<file path="src/rtl/nrisc_fetch_pkg.sv">
// Shared types and default constants for the nRisc fetch unit.
package nrisc_fetch_pkg;

    // Fetch sequencer states.
    typedef enum logic [1:0] {
        IDLE  = 2'd0,
        RUN   = 2'd1,
        STALL = 2'd2,
        HALT  = 2'd3
    } fetch_state_t;

    localparam int         DEFAULT_ADDR_W    = 8;
    localparam logic [7:0] DEFAULT_RESET_PC  = 8'h00;
    localparam logic [7:0] DEFAULT_PROG_LAST = 8'h07;

endpackage

</file>
<file path="src/rtl/nrisc_fetch_unit.sv">
// nRisc fetch unit: program counter and fetch sequencing in front of a
// registered (one-cycle latency) instruction bank. fetch_valid/fetch_pc are
// aligned with the bank output. Optional macro FETCH_BOUNDS_CHECK_EN halts
// with fault=1 instead of loading any next PC above PROG_LAST.
module nrisc_fetch_unit
    import nrisc_fetch_pkg::*;
#(
    parameter int                ADDR_W    = DEFAULT_ADDR_W,
    parameter logic [ADDR_W-1:0] RESET_PC  = DEFAULT_RESET_PC,
    parameter logic [ADDR_W-1:0] PROG_LAST = DEFAULT_PROG_LAST
) (
    input  logic              clock,
    input  logic              reset,
    input  logic              enable,
    input  logic              stall,
    input  logic              redirect_valid,
    input  logic [ADDR_W-1:0] redirect_target,
    input  logic              halt_req,
    output logic [ADDR_W-1:0] pc_out,
    output logic              fetch_valid,
    output logic [ADDR_W-1:0] fetch_pc,
    output logic              halted,
    output logic              fault
);

`ifdef FETCH_BOUNDS_CHECK_EN
    localparam bit BOUNDS_EN = 1'b1;
`else
    // Without the check every PC is in range, so fault can never be set.
    localparam bit BOUNDS_EN = 1'b0;
`endif

    localparam logic [ADDR_W-1:0] PC_STEP = {{(ADDR_W-1){1'b0}}, 1'b1};

    fetch_state_t      state_r, state_s;
    logic [ADDR_W-1:0] pc_r, pc_s;
    logic [ADDR_W-1:0] fpc_r, fpc_s;
    logic              fv_r, fv_s;
    logic              halted_r, halted_s;
    logic              fault_r, fault_s;
    logic [ADDR_W-1:0] inc_pc_s;

    function automatic logic pc_in_range(input logic [ADDR_W-1:0] pc);
        return !BOUNDS_EN || (pc <= PROG_LAST);
    endfunction

    // Next-state, next-PC and fetch tracking; halt > redirect > stall > increment.
    always_comb begin
        state_s  = state_r;
        pc_s     = pc_r;
        fpc_s    = fpc_r;
        fv_s     = fv_r;
        halted_s = halted_r;
        fault_s  = fault_r;
        inc_pc_s = pc_r + PC_STEP;
        case (state_r)
            IDLE: begin
                fv_s = 1'b0;
                if (enable) begin
                    state_s = RUN;
                end else begin
                    state_s = IDLE;
                end
            end
            RUN, STALL: begin
                if (halt_req) begin
                    state_s  = HALT;
                    fv_s     = 1'b0;
                    halted_s = 1'b1;
                end else if (redirect_valid) begin
                    if (pc_in_range(redirect_target)) begin
                        // Squash the sequential word the bank captures now.
                        state_s = RUN;
                        pc_s    = redirect_target;
                        fv_s    = 1'b0;
                    end else begin
                        state_s  = HALT;
                        fv_s     = 1'b0;
                        halted_s = 1'b1;
                        fault_s  = 1'b1;
                    end
                end else if (stall) begin
                    // Bank re-reads the same address, so everything holds.
                    state_s = STALL;
                end else begin
                    if (pc_in_range(inc_pc_s)) begin
                        state_s = RUN;
                        pc_s    = inc_pc_s;
                        fpc_s   = pc_r;
                        fv_s    = 1'b1;
                    end else begin
                        state_s  = HALT;
                        fv_s     = 1'b0;
                        halted_s = 1'b1;
                        fault_s  = 1'b1;
                    end
                end
            end
            HALT: begin
                fv_s     = 1'b0;
                halted_s = 1'b1;
            end
            default: begin
                state_s = IDLE;
                fv_s    = 1'b0;
            end
        endcase
    end

    // State and registered outputs; reset forces a clean IDLE at once.
    always_ff @(posedge clock or posedge reset) begin
        if (reset) begin
            state_r  <= IDLE;
            pc_r     <= RESET_PC;
            fpc_r    <= RESET_PC;
            fv_r     <= 1'b0;
            halted_r <= 1'b0;
            fault_r  <= 1'b0;
        end else begin
            state_r  <= state_s;
            pc_r     <= pc_s;
            fpc_r    <= fpc_s;
            fv_r     <= fv_s;
            halted_r <= halted_s;
            fault_r  <= fault_s;
        end
    end

    assign pc_out      = pc_r;
    assign fetch_valid = fv_r;
    assign fetch_pc    = fpc_r;
    assign halted      = halted_r;
    assign fault       = fault_r;

endmodule

</file>
<file path="config.mk">
export PLATFORM = sky130hd
export DESIGN_NAME = nrisc_fetch_unit
export DESIGN_NICKNAME = d
export VERILOG_FILES = /design/src/rtl/nrisc_fetch_pkg.sv /design/src/rtl/nrisc_fetch_unit.sv
export SDC_FILE = /design/constraint.sdc
export NUM_CORES = 1
export LEC_CHECK = 0
export ABC_AREA = 1
export CAP_MARGIN = 0
export CORE_ASPECT_RATIO = 0.8
export CORE_MARGIN = 2
export CORE_UTILIZATION = 40
export CTS_BUF_LIST = sky130_fd_sc_hd__clkbuf_8
export CTS_CLUSTER_DIAMETER = 30
export DETAILED_ROUTE_END_ITERATION = 10
export PLACE_DENSITY = 0.73
export SYNTH_ARGS = -nofsm -noshare
export SYNTH_HDL_FRONTEND = slang
export SYNTH_SLANG_ARGS = --single-unit
</file>
<file path="constraint.sdc">
create_clock -name clock -period 1.5 [get_ports clock]
set_input_delay 0.225 -clock clock [delete_from_list [all_inputs] [get_ports clock]]
set_output_delay 0.225 -clock clock [all_outputs]
set_load 0.02 [all_outputs]
</file>
==> results.py, run 1 <==
metrics = {
    "run_status": {
        "status": "finished clean",
    },
    "clock_network": {
        "clock_sinks": 20,
        "ctsHoldBuffers": 0,
        "cts-root-buf": "clkbuf_8",
        "clk_latency_ns": 0.26,
        "cts_buffer_depth": 2,
        "cts_tree": "done",
        "path_clk_slew_ns": 0.08,
        "numCtsBuffers": 3,
        "htree_num_levels": 1,
    },
    "cells_and_area": {
        "syn_to_final_growth_pct": 47.9,
        "drive_gt1_share_pct": 18.1,
        "fin_nets": 189,
        "n_antenna_cell": 0,
        "instances_no_fill": 207,
    },
    "worst_setup_path": {
        "cp.required_ns": 1.27,
        "arrival_ns": 1.22,
        "cp_slowest_stage_delay_ns": 0.61,
        "crit_type": "register to primary output",
        "path_buf_inv": 1,
        "startpoint_type": "register",
        "crit_fanout": 2,
        "cp_top_family": "buffers and inverters",
        "cp-end-kind": "primary output",
        "cp_cell_sequence": "clkdlybuf4s50_1",
        "cp_slowest_cell": "clkdlybuf4s50_1",
    },
    "drt": {
        "drtPass1Iterations": 4,
        "ant_nets": 0,
        "drt-wirelength-per-cell_um": 12.6,
        "drcViolationCount": 0,
        "vias": 1005,
        "viasPerCell": 4.86,
        "wirelength_um": 2610,
        "drtIter0Drc": 26,
    },
    "sta": {
        "slew_violations": 0,
        "post-route-period-util_pct": 96.7,
        "setup_violations": 0,
        "layout_min_cycle_time_ns": 1.45,
        "max_freq_mhz": 690,
        "final_hold_viol_count": 0,
        "rsz0062_at_grt": "no",
        "fin_skew_ns": 0.00537,
    },
    "yosys": {
        "syn_area_um2": 1060,
        "synth.avg_cell_area_um2": 8.25,
        "synth_edf_count": 0,
        "async_reset_ff_share_pct": 100,
        "ys_seq_area_share_pct": 47.0,
        "synth.largest_area_cell": "dfrtp_1",
        "netlist.area_leader.share_pct": 47.0,
        "ys.flop_type": "dfrtp_1",
        "synthCells": 129,
        "synth_area_leaders": "dfrtp_1 (47%), nand2_1 (13%), o21ai_2 (4.9%), o21ai_0 (4.7%), nor2_1 (4.6%)",
        "yosys_warnings": 0,
        "synth_nets": 146,
        "synth_cell_types": 23,
        "synth-seq-cells": 20,
    },
    "floorplan": {
        "rows": 16,
        "start_util_pct": 42.9,
        "coreArea_um2": 2480,
        "fp.dieW_um": 61.7,
        "dieHeight_um": 50.1,
        "dieArea_um2": 3090,
        "io_pins": 33,
    },
    "pwr": {
        "power.leakage_nw": 0.817,
        "ir_drop_uv": 634,
        "comb_power_share_pct": 14.8,
        "power.internal_mw": 1.00,
        "switchingPower_uw": 314,
        "sequentialPowerShare_pct": 44.2,
        "power_density_nw_per_um2": 836,
        "power_switching_share_pct": 23.9,
        "finalPower_mw": 1.32,
        "pwr-share-clk_pct": 41.1,
    },
    "placement": {
        "finalWeightedCongestion": 0.832,
        "dp_hpwl_um": 1950,
        "io_buffers": 31,
        "dp.cells": 200,
    },
    "global_route": {
        "grt_pass1_wl_um": 4240,
        "grt_max_degree": 21,
        "grt_busiest_layer": "met2",
        "grt_pass1_vias": 945,
        "track_usage_pct": 18.6,
        "antenna_found_initial": 0,
        "global_route.usage.met2_pct": 27.4,
        "use_met3_pct": 5.41,
        "grtUsageMet1_pct": 26.5,
        "grt_overflow_total": 0,
    },
    "flow_run": {
        "max_cap_viol_count": 0,
    },
    "worst_hold_path": {
        "hold_class": "input pin to async pin",
    },
}
-- metal layers --
layer / part of all wire, % / up-vias
met4: 1.1 / 0
met2: 48 / 26
met3: 4.4 / 2
met5: 0 / -
met1: 46 / 476
li1: - / 501
-- final timing paths --
check                                         from                 endpoint  slack (ns)  cells after the start
setup / recovery           fetch_pc[4]$_DFFE_PP0P_              fetch_pc[4]        0.05                      1
hold / removal                               reset  fetch_pc[1]$_DFFE_PP0P_        0.29                      3
setup reg to reg            state_r[0]$_DFFE_PP0P_    pc_out[2]$_DFFE_PP0P_        0.08                      7
hold reg to reg            fetch_pc[1]$_DFFE_PP0P_  fetch_pc[1]$_DFFE_PP0P_        0.49                      2
max in group asynchronous                    reset    pc_out[6]$_DFFE_PP0P_        0.99                      3
min in group clock         fetch_pc[1]$_DFFE_PP0P_  fetch_pc[1]$_DFFE_PP0P_        0.49                      2
-- sequential cells by signal (all words and copies together) (netlist names) --
| signal | cells |
|---|---|
| halted | 1 |
| state_r | 2 |
| pc_out | 8 |
| fetch_pc | 8 |
| fetch_valid | 1 |
-- final cells by class --
| type | instances | area (µm²) |
|---|---|---|
| Fill cell | 232 | 907 |
| Multi-Input combinational cell | 95 | 519 |
| Sequential cell | 20 | 500 |
| Timing Repair Buffer | 41 | 393 |
| Inverter | 11 | 46.3 |
| Tap cell | 36 | 45.0 |
| Clock buffer | 3 | 41.3 |
| Clock inverter | 1 | 30.0 |
-- through the flow --
| stage | util [%] | cell area [µm²] | setup slack (ns) | hold slack, ns | setup TNS [ns] |
|---|---|---|---|---|---|
| 2_1_floorplan | - | 1060 | 0.103 | 0.189 | 0 |
| 3_3_place_gp | 58.9 | 1460 | 0.0592 | 0.460 | 0 |
| 3_5_place_dp | 58.9 | 1460 | -0.00141 | 0.471 | -0.00258 |
| 4_1_cts | 61.5 | 1530 | 0.0200 | 0.304 | 0 |
| 5_1_grt | 63.5 | 1580 | 0.000103 | 0.313 | 0 |
| 6_report | 63.5 | 1580 | 0.0500 | 0.291 | 0 |
-- kinds of logic (layout without fill, tap and decap cells) --
family / after synthesis / after routing / share of synthesized area [%]
flip-flops: 20 / 20 / 47.0
AND/OR/NAND/NOR: 65 / 65 / 27.3
other: 1 / 1 / 0.352
AO/OA/AOI/OAI: 26 / 26 / 15.3
buffers and inverters: 14 / 56 / 6.58
adder cells (fa/ha/maj): 3 / 3 / 3.53
-- power by group through the flow --
stage | Sequential (mW) | Clock [mW] | Combinational, mW
after floorplan | 0.614 | 0 | 0.0729
after global placement | 0.592 | 0 | 0.199
after detailed placement | 0.593 | 0 | 0.204
after CTS | 0.582 | 0.546 | 0.195
after global routing | 0.586 | 0.571 | 0.213
final | 0.582 | 0.541 | 0.194
-- Yosys cell counts, drive strengths merged (2+ instances only) --
master	number
nand2	41
inv	10
a21oi	5
dfrtp	20
o21bai	2
nand3	9
buf	3
nor2	14
ha	3
o21ai	16
-- cell usage in the layout (no fill, tap or decap), types with 2 or more instances in the layout --
master,n
nand2_4,3
o21bai_1,2
nor2_2,3
o21ai_2,6
dlymetal6s2s_1,2
clkdlybuf4s50_1,21
buf_4,9
dfrtp_1,20
o21ai_0,10
a21oi_1,5
dlygate4sd2_1,8
nand3_1,9
ha_1,2
inv_2,2
nand2_1,38
clkbuf_8,3
nor2_1,10
inv_1,8
-- what timing repair did --
| action | 4_1_cts | 5_1_grt |
|---|---|---|
| setup buffers | 0 | 3 |
| pin swaps | 0 | 3 |
| endpoints found under the setup margin | 10 | 8 |
| gates resized for setup | 9 | 7 |
(Power assumes the default switching activity.)
==> run 2: changes to the inputs <==
--- a/config.mk
+++ b/config.mk
@@ -9,11 +9,11 @@
 export CAP_MARGIN = 0
 export CORE_ASPECT_RATIO = 0.8
 export CORE_MARGIN = 2
-export CORE_UTILIZATION = 40
+export CORE_UTILIZATION = 43
 export CTS_BUF_LIST = sky130_fd_sc_hd__clkbuf_8
 export CTS_CLUSTER_DIAMETER = 30
 export DETAILED_ROUTE_END_ITERATION = 10
-export PLACE_DENSITY = 0.73
+export PLACE_DENSITY = 0.78
 export SYNTH_ARGS = -nofsm -noshare
 export SYNTH_HDL_FRONTEND = slang
 export SYNTH_SLANG_ARGS = --single-unit
==> results.py, run 2 (synthesis results as in run 1) <==
metrics = {
    "pwr": {
        "ir_drop_uv": 703,
        "comb_power_share_pct": 15.2,
        "power_switching_share_pct": 23.6,
        "sequentialPowerShare_pct": 44.2,
        "power.internal_mw": 1.00,
        "power_density_nw_per_um2": 853,
        "pwr-share-clk_pct": 40.5,
        "switchingPower_uw": 310,
        "power.leakage_nw": 0.780,
        "finalPower_mw": 1.31,
    },
    "sta": {
        "max_freq_mhz": 687,
        "final_hold_viol_count": 0,
        "slew_violations": 0,
        "setup_violations": 0,
        "post-route-period-util_pct": 97.1,
        "rsz0062_at_grt": "no",
        "fin_skew_ns": 0.00498,
        "layout_min_cycle_time_ns": 1.46,
        "setup_tns_ns": 0,
    },
    "worst_setup_path": {
        "reg2reg_slack_ns": 0.06,
        "cp-end-kind": "primary output",
        "crit_type": "register to primary output",
        "cp_slowest_cell": "clkdlybuf4s50_1",
        "cp.required_ns": 1.27,
        "cp_top_family": "buffers and inverters",
        "path_buf_inv": 1,
        "cp_slowest_stage_delay_ns": 0.61,
        "crit_fanout": 2,
        "arrival_ns": 1.23,
        "startpoint_type": "register",
        "cp_cell_sequence": "clkdlybuf4s50_1",
    },
    "drt": {
        "viasPerCell": 5.15,
        "drtPass1Iterations": 4,
        "wirelength_um": 2560,
        "ant_nets": 0,
        "drtIter0Drc": 31,
        "drcViolationCount": 0,
        "drt-wirelength-per-cell_um": 12.9,
        "vias": 1020,
    },
    "cells_and_area": {
        "multi_input_area_um2": 512,
        "n_antenna_cell": 0,
        "stdcell_area_um2": 1540,
        "syn_to_final_growth_pct": 44.8,
        "fin_nets": 189,
        "final_cell_mix": "nand2_1 (38), clkdlybuf4s50_1 (24), dfrtp_1 (20)",
        "final_common_cell": "nand2_1",
        "drive_gt1_share_pct": 16.4,
        "seq_area_um2": 500,
        "instances_no_fill": 198,
        "fill_cells": 212,
    },
    "clock_network": {
        "path_clk_slew_ns": 0.07,
        "cts-root-buf": "clkbuf_8",
        "ctsHoldBuffers": 0,
        "cts_buffer_depth": 2,
        "numCtsBuffers": 3,
        "clk_latency_ns": 0.26,
        "htree_num_levels": 1,
        "cts_tree": "done",
        "clock_sinks": 20,
    },
    "placement": {
        "finalWeightedCongestion": 0.807,
        "io_buffers": 31,
        "dp_hpwl_um": 1970,
        "dp.cells": 192,
        "place_area_um2": 1450,
    },
    "global_route": {
        "grt_max_degree": 21,
        "grt_pass1_wl_um": 4150,
        "antenna_found_initial": 0,
        "grt_overflow_total": 0,
        "track_usage_pct": 19.2,
        "grt_pass1_vias": 908,
    },
    "run_status": {
        "status": "finished clean",
    },
    "floorplan": {
        "dieHeight_um": 48.5,
        "start_util_pct": 44.3,
        "io_pins": 33,
        "coreArea_um2": 2400,
        "fp.dieW_um": 59.6,
        "rows": 16,
        "dieArea_um2": 2890,
    },
    "worst_hold_path": {
        "hold_class": "input pin to async pin",
    },
    "flow_run": {
        "max_cap_viol_count": 0,
    },
}
## run 2: what timing repair did
action,in CTS,in global routing
pin swaps,0,4
gates resized for setup,7,6
buffers inserted,0,1
endpoints found under the setup margin,7,12
cloned,0,1
## run 2: power by group through the flow
| stage | clock network [mW] | logic (mW) | registers, mW |
|---|---|---|---|
| 6_report | 0.533 | 0.200 | 0.581 |
| 5_1_grt | 0.569 | 0.219 | 0.584 |
| 4_1_cts | 0.543 | 0.198 | 0.581 |
| 3_5_place_dp | 0 | 0.206 | 0.592 |
| 3_3_place_gp | 0 | 0.200 | 0.591 |
| 2_1_floorplan | 0 | 0.0729 | 0.614 |
## run 2: layout make-up
class	instances	share of cell area, %
multi-input cells	95	33.2
repair buffers	40	23.9
clock buffers	3	2.68
inverters	11	3.17
repair inverters	1	0.406
clock inverters	1	1.95
flip-flops and latches	20	32.5
well taps	27	2.19
## run 2: final timing paths
path,from,end,depth (start not counted)
setup / recovery,fetch_valid$_DFFE_PP0P_,fetch_valid,1
hold reg to reg,halted$_DFFE_PP0P_,halted$_DFFE_PP0P_,1
max in group asynchronous,reset,fetch_pc[6]$_DFFE_PP0P_,3
min in group clock,halted$_DFFE_PP0P_,halted$_DFFE_PP0P_,1
hold / removal,reset,pc_out[4]$_DFFE_PP0P_,3
setup reg to reg,state_r[1]$_DFFE_PP0P_,pc_out[2]$_DFFE_PP0P_,7
## run 2: layer usage
layer	wire length, µm	GRT usage, %	vias up
met5	0	0	-
met4	34	7.04	0
met3	173	5.35	4
met2	1200	28.6	40
met1	1140	26.5	474
li1	-	-	502
## run 2: per-stage QoR
step / hold slack, ns / setup slack (ns) / util (%)
finish: 0.286 / 0.0435 / 64.2
global route: 0.346 / 0.000000666 / 64.2
CTS: 0.292 / 0.0161 / 62.8
detailed placement: 0.465 / -0.00584 / 60.2
global placement: 0.466 / 0.0150 / 60.2
floorplan: 0.189 / 0.103 / -
